`src/rtl/mem_arbiter.sv`:
```
// mem_arbiter: two-master round-robin arbiter and access sequencer for the
// shared 8-bit memory bus. Master 0 is the core fetch/execute path, master 1
// the external loader/debug port.
//
// Parameters:
//   WAIT  extra access cycles after the first (0..15)
// Ports:
//   clk, rst                 clock, asynchronous active-low reset
//   mX_req/we/addr/wdata     master X request and access attributes
//   mX_lock                  keep the bus for another access (lock build only)
//   mX_gnt                   master X owns the bus (ACCESS and DONE)
//   mX_ack                   one-cycle completion pulse (DONE)
//   rdata                    data of the last completed read
//   mem_addr/wdata/rdata     memory address and data path
//   mem_ena/read/write       memory enable and strobes (ACCESS only)
//   busy                     arbiter not in IDLE
// Configuration:
//   MEM_ARBITER_LOCK_EN      when defined, an owner holding lock and req at
//                            DONE goes straight back to ACCESS.
module mem_arbiter #(
  parameter int WAIT = 1
) (
  input  logic       clk,
  input  logic       rst,
  input  logic       m0_req,
  input  logic       m0_we,
  input  logic [7:0] m0_addr,
  input  logic [7:0] m0_wdata,
  input  logic       m0_lock,
  output logic       m0_gnt,
  output logic       m0_ack,
  input  logic       m1_req,
  input  logic       m1_we,
  input  logic [7:0] m1_addr,
  input  logic [7:0] m1_wdata,
  input  logic       m1_lock,
  output logic       m1_gnt,
  output logic       m1_ack,
  output logic [7:0] rdata,
  output logic [7:0] mem_addr,
  output logic [7:0] mem_wdata,
  input  logic [7:0] mem_rdata,
  output logic       mem_ena,
  output logic       mem_read,
  output logic       mem_write,
  output logic       busy
);

  localparam logic [3:0] CNT_LOAD = 4'(WAIT);

  typedef enum logic [1:0] {IDLE, ACCESS, DONE} state_t;

  state_t     state, state_nxt;
  logic [3:0] cnt;
  logic       last;      // winner of the previous arbitrated grant
  logic       owner;     // master currently holding the bus
  logic       we_r;
  logic [7:0] addr_r, wdata_r;
  logic       load;      // capture attributes and start an access
  logic       arb;       // load came from IDLE arbitration (updates last)
  logic       win;
  logic       relock;

`ifdef MEM_ARBITER_LOCK_EN
  assign relock = owner ? (m1_lock & m1_req) : (m0_lock & m0_req);
`else
  // Lock inputs exist on the port list but have no effect in this build.
  logic unused_lock;
  assign unused_lock = m0_lock ^ m1_lock;
  assign relock      = 1'b0;
`endif

  always_ff @(posedge clk or negedge rst) begin
    if (!rst) state <= IDLE;
    else      state <= state_nxt;
  end

  always_comb begin
    state_nxt = state;
    load      = 1'b0;
    arb       = 1'b0;
    win       = owner;
    case (state)
      IDLE: begin
        if (m0_req | m1_req) begin
          // On a tie the master that lost last time goes first.
          win       = (m0_req & m1_req) ? ~last : m1_req;
          load      = 1'b1;
          arb       = 1'b1;
          state_nxt = ACCESS;
        end
      end
      ACCESS: if (cnt == 4'd0) state_nxt = DONE;
      DONE: begin
        state_nxt = IDLE;
        if (relock) begin
          load      = 1'b1;
          state_nxt = ACCESS;
        end
      end
      default: state_nxt = IDLE;
    endcase
  end

  always_ff @(posedge clk or negedge rst) begin
    if (!rst) begin
      cnt     <= '0;
      last    <= 1'b1;
      owner   <= 1'b0;
      we_r    <= 1'b0;
      addr_r  <= '0;
      wdata_r <= '0;
      rdata   <= '0;
    end else begin
      if (load) begin
        owner   <= win;
        we_r    <= win ? m1_we    : m0_we;
        addr_r  <= win ? m1_addr  : m0_addr;
        wdata_r <= win ? m1_wdata : m0_wdata;
        cnt     <= CNT_LOAD;
        if (arb) last <= win;
      end else if (state == ACCESS && cnt != 4'd0) begin
        cnt <= cnt - 4'd1;
      end
      // Last strobe cycle of a read: memory data is valid now.
      if (state == ACCESS && cnt == 4'd0 && !we_r) rdata <= mem_rdata;
    end
  end

  // Outputs decode straight from state so an async reset drops them at once.
  logic acc, done;
  assign acc       = (state == ACCESS);
  assign done      = (state == DONE);
  assign busy      = (state != IDLE);
  assign m0_gnt    = busy & ~owner;
  assign m1_gnt    = busy &  owner;
  assign m0_ack    = done & ~owner;
  assign m1_ack    = done &  owner;
  assign mem_ena   = acc;
  assign mem_read  = acc & ~we_r;
  assign mem_write = acc &  we_r;
  assign mem_addr  = acc ? addr_r  : 8'h00;
  assign mem_wdata = acc ? wdata_r : 8'h00;

endmodule

```
`config.mk`:
```
export PLATFORM = sky130hd
export DESIGN_NAME = mem_arbiter
export DESIGN_NICKNAME = d
export VERILOG_FILES = /design/src/rtl/mem_arbiter.sv
export SDC_FILE = /design/constraint.sdc
export NUM_CORES = 1
export LEC_CHECK = 0
export ABC_AREA = 1
export BUFFER_PORTS_ARGS = -buffer_cell sky130_fd_sc_hd__buf_2
export CAP_MARGIN = 20
export CORE_ASPECT_RATIO = 1.2
export CORE_MARGIN = 3
export CORE_UTILIZATION = 25
export CTS_CLUSTER_SIZE = 14
export DETAILED_ROUTE_END_ITERATION = 16
export GPL_TIMING_DRIVEN = 0
export HOLD_SLACK_MARGIN = 0.08
export PLACE_DENSITY_LB_ADDON = 0.1
export SETUP_SLACK_MARGIN = 0.3
export SLEW_MARGIN = 20
export SYNTH_ARGS = -nofsm -noshare
export SYNTH_HDL_FRONTEND = slang
export SYNTH_SLANG_ARGS = --single-unit
```
`constraint.sdc`:
```
create_clock -name clk -period 3.2 [get_ports clk]
set_clock_uncertainty 0.05 [all_clocks]
set_input_delay 0.16 -clock clk [delete_from_list [all_inputs] [get_ports clk]]
set_output_delay 0.16 -clock clk [all_outputs]
set_load 0.01 [all_outputs]
```
# Word-level counts from Yosys, hierarchy flattened
# Cells that the tools add are included.
classes:
  n_addsub: 1
  n_eq_ne: 4
  n_mux: 15
  bitwise: 11
  n_reduce_logical: 10
op_table:
  columns: ["operator", "count"]
  rows:
  - ["8-bit two-way mux", 4]
  - ["4-bit two-way mux", 2]
  - ["1-bit bitwise AND", 7]
  - ["1-bit two-way mux", 6]
  - ["4-bit logical NOT", 1]
  - ["2-bit two-way mux", 2]
  - ["2-bit case mux with 2 select lines", 1]
  - ["2-bit nonzero test", 2]
  - ["4-bit nonzero test", 1]
  - ["4-bit by 1-bit subtractor with 4-bit output, second input constant", 1]
  - ["1-bit logical AND", 3]
  - ["1-bit inverter", 3]
  - ["2-bit by 1-bit == test with 1-bit output, second input constant", 1]
  - ["2-bit == test, second input constant", 1]
  - ["2-bit logical NOT", 1]
  - ["2-bit by 1-bit inequality test with 1-bit output, second input constant", 1]
  - ["2-bit inequality test, second input constant", 1]
  - ["2-bit AND reduction", 1]
  - ["1-bit logical NOT", 1]
  - ["1-bit OR", 1]
totals:
  ff_bits: 33
  out_inout_bits: 32
  word_cells: 49

# Depth between registers and ports, before layout
# Gate-level depths: netlist of run 1.
logic_depth:
  depth_word: 5
  ltp_mapped: 9

# Worst setup path after synthesis of run 1
# No wires, ideal clock.
synth_timing:
  path_kind: "register -> register"
  start: "register cnt[0]"
  end: "register rdata[0]"
  setup_time_ns: 0.117
  t_arrival_ns: 1.172
  required_time_ns: 3.033
  setup_slack_ns: 1.861
  path_stages_with_launch: 8
  path_buffers: 0
  period_less_slack_ns: 1.339
  cell_sequence: "dfrtp_1 -> inv_1 -> ha_1 -> nand2_1 -> nor2_4 -> nand2_1 -> nand2_1 -> nand2_1"
synth_via:
  elab_chain_len: 3
synth_lines:
  columns: ["element", "line_no", "text"]
  rows:
  - ["from (decl)", "54", "logic [3:0] cnt;"]
  - ["from (signal assigned)", "123", "cnt <= cnt - 4'd1;"]
  - ["4-bit logical NOT", "126", "if (state == ACCESS && cnt == 4'd0 && !we_r) rdata <= mem_rdata;"]
  - ["1-bit logical AND (2 in a row)", "126", null]
  - ["to (signal assigned)", "126", null]
  - ["to (decl)", "39", "output logic [7:0] rdata,"]
# No other way between the ends.
# A chain may end at the register's enable or synchronous reset.

# Worst setup path in the final report of run 1
layout_timing:
  start: "register state[1]"
  end: "output port mem_wdata[6]"
layout_via:
  elab_chain_len: 2
layout_lines:
  columns: ["element", "line_no", "text"]
  rows:
  - ["from (decl)", "53", "state_t state, state_nxt;"]
  - ["from (signal assigned)", "75", "else state <= state_nxt;"]
  - ["2-bit by 1-bit == test with 1-bit output", "132", "assign acc = (state == ACCESS);"]
  - ["8-bit two-way mux", "143", "assign mem_wdata = acc ? wdata_r : 8'h00;"]
  - ["to (decl)", "41", "output logic [7:0] mem_wdata,"]
# No other way between the ends.

==> results of run 1 <==
critical path, stage by stage, from the launching register on:
cell	delay (ns)
dfrtp_1	0.40
inv_1	0.10
nand2_1	0.11
buf_4	0.20
buf_2	0.20
nor2_1	0.12
buf_2	0.14
kinds of logic (layout without fill, tap and decap cells):
kind of cell | Yosys count | count (layout) | share of synthesized area [%]
AND/OR/NAND/NOR | 143 | 143 | 32.7
buffers and inverters | 72 | 166 | 15.6
flip-flops | 33 | 33 | 44.9
AO/OA/AOI/OAI | 18 | 18 | 4.96
adder cells (fa/ha/maj) | 2 | 2 | 1.36
XOR/XNOR | 1 | 1 | 0.476
layer usage:
| metal | vias up | global-route usage [%] | share of wire [%] |
|---|---|---|---|
| li1 | 962 | - | - |
| met1 | 829 | 15.7 | 45 |
| met2 | 45 | 22.5 | 48 |
| met3 | 5 | 3.12 | 5.9 |
| met4 | 0 | 3.71 | 1.2 |
| met5 | - | 0 | 0 |
per-stage QoR:
stage	total power, mW	util, %	instances	hold slack [ns]
after floorplan	1.58	-	269	-0.186
after global placement	2.03	33.5	433	0.244
after detailed placement	2.05	33.5	433	0.244
after CTS	2.48	36.4	450	0.0884
after global routing	2.69	36.4	450	0.105
final	2.42	36.4	450	0.0971
cell type report:
type / count / area, um2
well taps: 87 / 109
flip-flops and latches: 33 / 827
multi-input cells: 164 / 727
fillers: 776 / 4440
clock inverters: 1 / 30.0
clock buffers: 7 / 86.3
repair buffers: 86 / 475
inverters: 64 / 240
plain buffers: 8 / 46.3
cell usage in the layout, fill, tap and decap left out:
cell type       n
buf_4           1
ha_1            2
clkinv_1        1
bufinv_16       1
dfrtp_1        32
nand3_4         1
dlygate4sd3_1   9
nand2_1        98
inv_2           1
inv_1          62
buf_2          81
nor3_1          2
clkbuf_8        6
xor2_1          1
clkbuf_1        3
nand3_1        13
buf_6           1
nand4_1         1
nand2_2         3
dfstp_2         1
nand2_4         1
a21oi_1        17
nor2_4          2
o22ai_1         1
nor2_1         22
flip-flops by register name, summed over array words and instances, names as in the netlist:
name and flops:
state 2, rdata 8, owner 1, wdata_r 8, last 1, addr_r 8
we_r 1, cnt 4
final timing paths:
kind	start	endpoint	slack, ns
max	state[1]	mem_wdata[6]	1.43
min	m0_wdata[1]	wdata_r[1]	0.1
max reg2reg	cnt[0]	rdata[3]	1.60
min reg2reg	rdata[7]	rdata[7]	0.42
max in group asynchronous	rst	cnt[3]	2.18
min in group asynchronous	rst	addr_r[0]	0.44
power by group:
part,internal [mW],switching (mW)
Combinational,0.464,0.811
Clock,0.254,0.152
Sequential,0.625,0.116
what timing repair did:
action	4_1_cts	5_1_grt
gates resized for setup	0	0
hold buffers	9	0
hold endpoints to repair	40	0
==> results.md, run 1 <==
- Status: finished clean
- CTS root buf: clkbuf_8
- Post-synth top area share: 43.5%
- Synth area leaders: dfrtp_1 (44%), nand2_1 (20%), inv_1 (13%)
- Post-route setup TNS: 0 ns
- Syn_area_per_cell: 6.84 um2
- Worst setup margin: 1.43 ns
- Leading area contributor after synthesis: dfrtp_1
- Final nets: 412
- Area grow syn2layout: 38.1%
- Critical Path RT: 2.99 ns
- Hold Violations, Final: 0
- Clock transition at the registers of the reported paths: 0.07 ns
- Worst slew pin tran: 0.759 ns
- Final setup vio count: 0
- Placer congestion estimate: 0.728
- Max VDD drop: 0.361 mV
- Period utilization: 55.3%
- Pre-CTS setup slack: 1.60 ns
- Synth Register Bits: 33
- Number of enable flip-flop cells after synthesis: 0
- Die ar.: 0.00843 mm2
- Final Cell Area: 0.00254 mm2
- Initial antenna violation count: 0
- CTS buffer count: 5
- CP max FO: 10
- Most used DFF post-synth: dfrtp_1
- Routed length per instance: 11.2 um
- Reg2Reg Depth: 7
- Worst path arrival time: 1.56 ns
- Gr usage total: 12.9%
- Largest net degree at the start of global routing: 34
- DRT iter0 DRCs: 53
- Yosys warning total: 0
- Relative slew slack: 49.4%
- Worst skew pair latency: 0.28 ns
- First-pass GRT wire length: 8730 um
- Synth cell types: 22
- CTS tree: yes
- Boundary pin count: 80
- Rows: 33
- Post-synthesis net count: 319
- Fraction of registers with async set/reset: 100%
- DP Area: 0.00233 mm2
- Kind of critical path: reg -> out
- Vias in the first global route: 1926
- Slew Viols, Final: 0
- Post-route antenna net violation count: 0
- Grt total ovfl: 0
- Worst hold path depth: 5
- Synth cell count leaders: nand2_1 (98), inv_1 (62), dfrtp_1 (32), nor2_1 (22), a21oi_1 (17)
- Htree depth: 2
- Setup bufs post-CTS: 0
- Initial Utilization: 26.4%
- Clock Tree Buf Depth: 2
- Clock Sinks: 33
- Max-Cap Viols: 0
- Max frequency: 565 MHz
- Sequential area share after synthesis: 44.9%
- Vias/cell: 4.09
- Post-Syn Instances: 269
- Synthesized area: 0.00184 mm2
- Drt pass-1 iters: 4
- Detailed Route WL: 5040 um
- P_leak: 1.57 nW
- Setup crit start kind: flop
- Die X: 84.3 um
- Core area: 0.00698 mm2
- Worst min path class: in -> reg
- PortBufs: 77
- Antenna diodes: 0
- Minimum clock period after layout: 1.77 ns
- Die height: 100 um
- RSZ-0062 raised after global routing: false
- DP Wirelength: 3720 um
- Power per cell area: 953 mW/mm2
- Layout cells sized above 1: 27.3%
- Most frequent cell after synthesis: nand2_1
- Via count: 1841
- Nature of the critical path endpoint: output port
- DRC viols: 0
(Power assumes the default switching activity.)
==> inputs of run 2 (changes only) <==
- ABC_AREA: 1 -> 0
- clock period: 3.2 -> 1.5 ns (I/O delays scaled with it)
==> run 2 against run 1 <==
  * The run now ends with negative setup slack left
  * Critical path type is now reg -> reg
  * Combinational power grew to 4.5 times the previous value
  * Clock power grew 69%
  * Sequential cell count is the same
==> results.md, run 2 <==
- Worst R2R Start: cnt[1] (was cnt[0])
- Syn_area_per_cell: 9.75 um2 (was 6.84 um2)
- Clock transition at the registers of the reported paths: 0.07 ns (about the same)
- Most frequent cell after synthesis: dfrtp_1 (was nand2_1)
- Leading area contributor after synthesis: dfrtp_1 (unchanged)
- Sequential area share after synthesis: 46.9% (was 44.9%)
- Crit. Startpoint: cnt[1] (was state[1])
- Area grow syn2layout: 120% (was 38.1%)
- Die ar.: 0.00810 mm2 (was 0.00843 mm2)
- Post-synthesis net count: 231 (was 319)
- Detailed Route WL: 7220 um (was 5040 um)
- Clock Sinks: 33 (unchanged)
- Clock Tree Buf Depth: 2 (unchanged)
- Synth cell count leaders: dfrtp_1 (32), inv_1 (21), o21ai_0 (20), and2_1 (18) (was nand2_1 (98), inv_1 (62), dfrtp_1 (32), nor2_1 (22), a21oi_1 (17))
- Vias/cell: 4.81 (was 4.09)
- Failing checks: negative setup slack
- Post-synth top area share: 45.4% (was 43.5%)
- Worst skew pair latency: 0.29 ns (was 0.28 ns)
- DRT iter0 DRCs: 71 (was 53)
- Synthesized area: 0.00176 mm2 (was 0.00184 mm2)
- Die X: 82.7 um (was 84.3 um)
- Worst min path class: in -> reg (unchanged)
- Initial Utilization: 26.5% (was 26.4%)
- Most used DFF post-synth: dfrtp_1 (unchanged)
- Critical Path RT: 1.63 ns (was 2.99 ns)
- Max frequency: 494 MHz
- Nature of the critical path endpoint: flop (was output port)
- DP Wirelength: 3810 um (was 3720 um)
- Grt total ovfl: 0 (unchanged)
- Setup crit start kind: flop (unchanged)
- Hold Violations, Final: 0 (unchanged)
- Drt pass-1 iters: 4 (unchanged)
- Max-Cap Viols: 0 (unchanged)
- Synth area leaders: dfrtp_1 (45%), o311ai_0 (8.4%), mux2_4 (6.8%) (was dfrtp_1 (44%), nand2_1 (20%), inv_1 (13%))
- Post-Syn Instances: 181 (was 269)
- Largest net degree at the start of global routing: 34 (unchanged)
- Layout cells sized above 1: 61.2% (was 27.3%)
- Pre-CTS setup slack: -0.569 ns (was 1.60 ns)
- Htree depth: 2 (unchanged)
- Synth cell types: 27 (was 22)
- Number of enable flip-flop cells after synthesis: 0 (unchanged)
- Final setup vio count: 28 (was 0)
- Worst path arrival time: 2.15 ns (was 1.56 ns)
- Most common library cell in the layout ignoring fill and taps: buf_2 (was nand2_1)
- Initial antenna violation count: 0 (unchanged)
- PortBufs: 77 (unchanged)
- CP cell instances: inv_2 -> ha_1 -> or3b_1 -> buf_6 -> or3_4 -> buf_8 -> mux2_4 (was inv_1 -> nand2_1 -> buf_4 -> buf_2 -> nor2_1 -> buf_2)
- Status: finished, violations left (was finished clean)
- CP max FO: 8 (was 10)
- Power per cell area: 2090 mW/mm2 (was 953 mW/mm2)
- Max VDD drop: 1.22 mV (was 0.361 mV)
- Slew Viols, Final: 0 (unchanged)
- CTS tree: yes (unchanged)
- DRC viols: 0 (unchanged)
- First-pass GRT wire length: 10600 um (was 8730 um)
- Placer congestion estimate: 0.732 (was 0.728)
- Kind of critical path: reg -> reg (was reg -> out)
- Via count: 2045 (was 1841)
- Worst slew pin tran: 0.783 ns (was 0.759 ns)
- Post-route antenna net violation count: 0 (unchanged)
- HP Start: m0_addr[2] (was m0_wdata[1])
- Period utilization: 135%
- Final nets: 389 (was 412)
- Vias in the first global route: 2224 (was 1926)
- P_leak: 1.80 nW (was 1.57 nW)
- Buf/Inv on CP: 3 (was 4)
- CP max stage delay: 0.40 ns (about the same)
- Boundary pin count: 80 (unchanged)
- Antenna diodes: 0 (unchanged)
- Gr usage total: 17.4% (was 12.9%)
- Hold WS: 0.0949 ns (was 0.0971 ns)
- CTS root buf: clkbuf_8 (unchanged)
- Routed length per instance: 17.0 um (was 11.2 um)
- Yosys warning total: 0 (unchanged)
- Die height: 98.0 um (was 100 um)
- Fraction of registers with async set/reset: 100% (unchanged)
- RSZ-0062 raised after global routing: true (was false)
- Worst setup margin: -0.522 ns (was 1.43 ns)
- Most frequent cells in the layout: buf_2 (56), dlygate4sd3_1 (41), buf_6 (32) (was nand2_1 (98), buf_2 (81), inv_1 (62))
- Slowest CP cell: dfrtp_1 (unchanged)
- Largest registers: addr_r: 8 flops, rdata: 8 flops, wdata_r: 8 flops (unchanged)
- Core area: 0.00665 mm2 (was 0.00698 mm2)
- Minimum clock period after layout: 2.02 ns
- CTS buffer count: 5 (unchanged)
- Relative slew slack: 47.8% (was 49.4%)
- Rows: 32 (was 33)
- Crit path max-delay family: simple AND/OR/NAND/NOR gates (was buffers and inverters)
- Synth Register Bits: 33 (unchanged)
## run 2: kinds of logic after synthesis
group | after synthesis | synth area share, %
muxes | 10 | 7.94
adders and majority gates | 2 | 1.42
AOI/OAI and AO/OA | 43 | 16.3
buffers and inverters | 38 | 8.94
and+or+nand+nor | 55 | 18.5
DFF | 33 | 46.9
## run 2: through the flow
stage	power, mW	TNS (ns)	utilization [%]	cell area (um2)	cells
4_1_cts	6.97	-5.43	53.2	3530	416
2_1_floorplan	3.35	-3.88	-	1840	181
6_report	8.09	-5.56	58.3	3870	425
3_5_place_dp	4.33	-7.66	35.1	2330	343
5_1_grt	8.56	-7.90	58.3	3870	425
3_3_place_gp	4.32	-7.48	35.1	2330	343
## run 2: per-layer routing
metal  GRT usage [%]  vias up  share of wire [%]
met5               0        -                  0
met4            7.17        0                2.8
met3            3.69       16                4.3
met2            30.5       72                 54
met1            19.8      986                 39
li1                -      971                  -
## run 2: path summary, 6_finish.rpt
kind                         endpoint  slack [ns]  cells past startpoint
hold / removal              addr_r[2]        0.09                      3
setup reg to reg             rdata[3]       -0.52                      7
hold reg to reg                cnt[3]        0.44                      1
setup / recovery             rdata[3]       -0.52                      7
min in group asynchronous  wdata_r[2]        0.35                      2
max in group asynchronous    state[0]        0.51                      2
## run 2: final cells by class
cell class                 instances  area [um2]
timing repair buffer             151        1290
sequential                        33         828
tap                               85         106
buffer                            17         259
multi-input combinational        110        1220
inverter                          21        86.3
clock inverter                     3        17.5
fill                             565        2770
clock buffer                       5        68.8
## run 2: report_power, final
| part | internal (mW) | total (mW) | leakage, nW | switching [mW] |
|---|---|---|---|---|
| registers | 1.35 | 1.68 | 0.391 | 0.323 |
| logic | 3.36 | 5.73 | 1.36 | 2.37 |
| clock network | 0.320 | 0.685 | 0.0439 | 0.365 |
| total | 5.03 | 8.09 | 1.80 | 3.06 |
## run 2: what timing repair did
action	in CTS	in global routing
hold buffers	41	0
hold endpoints to repair	57	0
gates resized for setup	100	63
endpoints found under the setup margin	57	57
setup buffers	21	7
pin swaps	22	20
cloned	3	2
## run 2: worst min-delay path, delay by kind of cell
family                 cells  cell delay (ns)
AND/OR/NAND/NOR            1             0.13
AO/OA/AOI/OAI              1             0.11
buffers and inverters      1             0.08
==> inputs of run 3 (changes only) <==
- CELL_PAD_IN_SITES_DETAIL_PLACEMENT: unset -> 0
- CELL_PAD_IN_SITES_GLOBAL_PLACEMENT: unset -> 1
==> run 3 against run 2 <==
  * The run still ends with negative setup slack left
  * Critical path type unchanged
  * Critical endpoint is now rdata[0]
  * Worst setup slack better by 0.0091 ns
  * Die area did not move
  * Critical path depth unchanged
  * First-iteration DRC count up 5.6%
  * Highest routed layer unchanged
  * Final area increased by 3.9%
  * Final cell count up 1.4%
  * Clock power increased by 29%
  * Largest cell class unchanged
==> results.md, run 3 (same netlist as run 2, synthesis figures left out) <==
- Util after Layout: 60.6% (was 58.3%)
- Worst path arrival time: 2.13 ns (was 2.15 ns)
- DRT iter0 DRCs: 75 (was 71)
- CP cell instances: inv_2 -> ha_4 -> or3b_1 -> buf_6 -> or3_4 -> buf_6 -> mux2_4 (was inv_2 -> ha_1 -> or3b_1 -> buf_6 -> or3_4 -> buf_8 -> mux2_4)
- DRC viols: 0 (unchanged)
- Clock transition at the registers of the reported paths: 0.07 ns (about the same)
- Die X: 82.7 um (unchanged)
- First-pass GRT wire length: 11200 um (was 10600 um)
- Pre-CTS setup slack: -0.569 ns (about the same)
- Minimum clock period after layout: 2.01 ns (was 2.02 ns)
- Core area: 0.00665 mm2 (unchanged)
- Power, Total: 8.57 mW (was 8.09 mW)
- Antenna diodes: 0 (unchanged)
- Hold Violations, Final: 0 (unchanged)
- PortBufs: 77 (unchanged)
- Boundary pin count: 80 (unchanged)
- P_leak: 1.87 nW (was 1.80 nW)
- Setup crit start kind: flop (unchanged)
- Die height: 98.0 um (unchanged)
- Post-route antenna net violation count: 0 (unchanged)
- Die ar.: 0.00810 mm2 (unchanged)
- Worst skew pair latency: 0.29 ns (about the same)
- Post-route setup TNS: -7.06 ns (was -5.56 ns)
- Vias/cell: 4.76 (was 4.81)
- Power per cell area: 2130 mW/mm2 (was 2090 mW/mm2)
- Critical Path RT: 1.62 ns (was 1.63 ns)
- Initial Utilization: 26.5% (unchanged)
- Nature of the critical path endpoint: flop (unchanged)
- Vias in the first global route: 2208 (was 2224)
- Detailed Route WL: 7300 um (was 7220 um)
- Grt total ovfl: 0 (unchanged)
- Hold WS: 0.0886 ns (was 0.0949 ns)
- Worst slew pin tran: 0.808 ns (was 0.783 ns)
- Final std cells w/o fill: 431 (was 425)
- Final setup vio count: 44 (was 28)
- Layout cells sized above 1: 60.4% (was 61.2%)
- CTS root buf: clkbuf_8 (unchanged)
- DP Area: 0.00233 mm2 (unchanged)
- Area grow syn2layout: 128% (was 120%)
- CTS buffer count: 5 (unchanged)
- Rows: 32 (unchanged)
- Max-Cap Viols: 0 (unchanged)
- Period utilization: 134% (was 135%)
- Max frequency: 497 MHz (was 494 MHz)
- Failing checks: negative setup slack (unchanged)
- Most common cell on crit path: buf_6
- Final Cell Area: 0.00403 mm2 (was 0.00387 mm2)
- Worst min path class: in -> reg (unchanged)
- Kind of critical path: reg -> reg (unchanged)
- Drt pass-1 iters: 4 (unchanged)
- Largest registers: addr_r: 8 flops, rdata: 8 flops, wdata_r: 8 flops (unchanged)
- Relative slew slack: 46.2% (was 47.8%)
- Largest net degree at the start of global routing: 34 (unchanged)
- Initial antenna violation count: 0 (unchanged)
- Most common library cell in the layout ignoring fill and taps: buf_2 (unchanged)
- CP max stage delay: 0.39 ns (was 0.40 ns)
- DP Wirelength: 3840 um (was 3810 um)
- RSZ-0062 raised after global routing: true (unchanged)
- CP max FO: 8 (unchanged)
- Most frequent cells in the layout: buf_2 (60), dlygate4sd3_1 (40), buf_6 (33) (was buf_2 (56), dlygate4sd3_1 (41), buf_6 (32))
- Gr usage total: 18.3% (was 17.4%)
- Max VDD drop: 1.07 mV (was 1.22 mV)
- Clock Tree Buf Depth: 2 (unchanged)
- CTS tree: yes (unchanged)
- Placer congestion estimate: 0.668 (was 0.732)
- Worst setup margin: -0.513 ns (was -0.522 ns)
- Slew Viols, Final: 0 (unchanged)
- Slowest CP cell: dfrtp_1 (unchanged)
- Routed length per instance: 16.9 um (was 17.0 um)
- Htree depth: 2 (unchanged)
- Status: finished, violations left (unchanged)
- Via count: 2051 (was 2045)
- Dpl cells: 343 (unchanged)
- Final nets: 395 (was 389)
- Clock Sinks: 33 (unchanged)
## run 3: path summary, 6_finish.rpt
| check | cells past startpoint | to | slack [ns] | from |
|---|---|---|---|---|
| worst max-delay path | 7 | rdata[0] | -0.51 | cnt[0] |
| worst min-delay path | 3 | addr_r[0] | 0.09 | m0_addr[0] |
| worst max register to register | 7 | rdata[0] | -0.51 | cnt[0] |
| worst min register to register | 1 | cnt[3] | 0.43 | cnt[3] |
| max in group asynchronous | 2 | state[1] | 0.48 | rst |
| min in group asynchronous | 2 | cnt[0] | 0.37 | rst |
## run 3: worst max-delay path: cells and delay by family, from the launching register on
kind	cells	cell delay, ns
fa+ha+maj	1	0.12
buf+inv	3	0.38
flops	1	0.39
mux	1	0.30
simple gates	2	0.67
## run 3: layout make-up
type	count	area (um2)
flip-flops and latches	33	831
clock buffers	7	86.3
plain buffers	17	260
multi-input cells	110	1220
fillers	560	2620
repair buffers	157	1410
inverters	21	86.3
clock inverters	1	30.0
well taps	85	106
## run 3: power by group
group	total, mW	leakage (nW)	switching [mW]	internal [mW]
Sequential	1.66	0.389	0.298	1.36
Combinational	6.03	1.42	2.45	3.59
Clock	0.881	0.0585	0.340	0.542
Total	8.57	1.87	3.08	5.49
## run 3: per-layer routing
layer	GRT usage, %	routed length, um	vias up	share of wire (%)
met1	21.6	3070	992	42
met2	33.5	3790	71	52
li1	-	-	979	-
met5	0	0	-	0
met3	3.69	377	9	5.2
met4	3.90	74	0	1.0
## run 3: timing repair
item,in CTS,in global routing
setup buffers,28,6
pin swaps,36,12
hold buffers,40,0
hold endpoints to repair,57,0
setup endpoints to repair,56,57
resized for setup,132,34
cloned,4,2
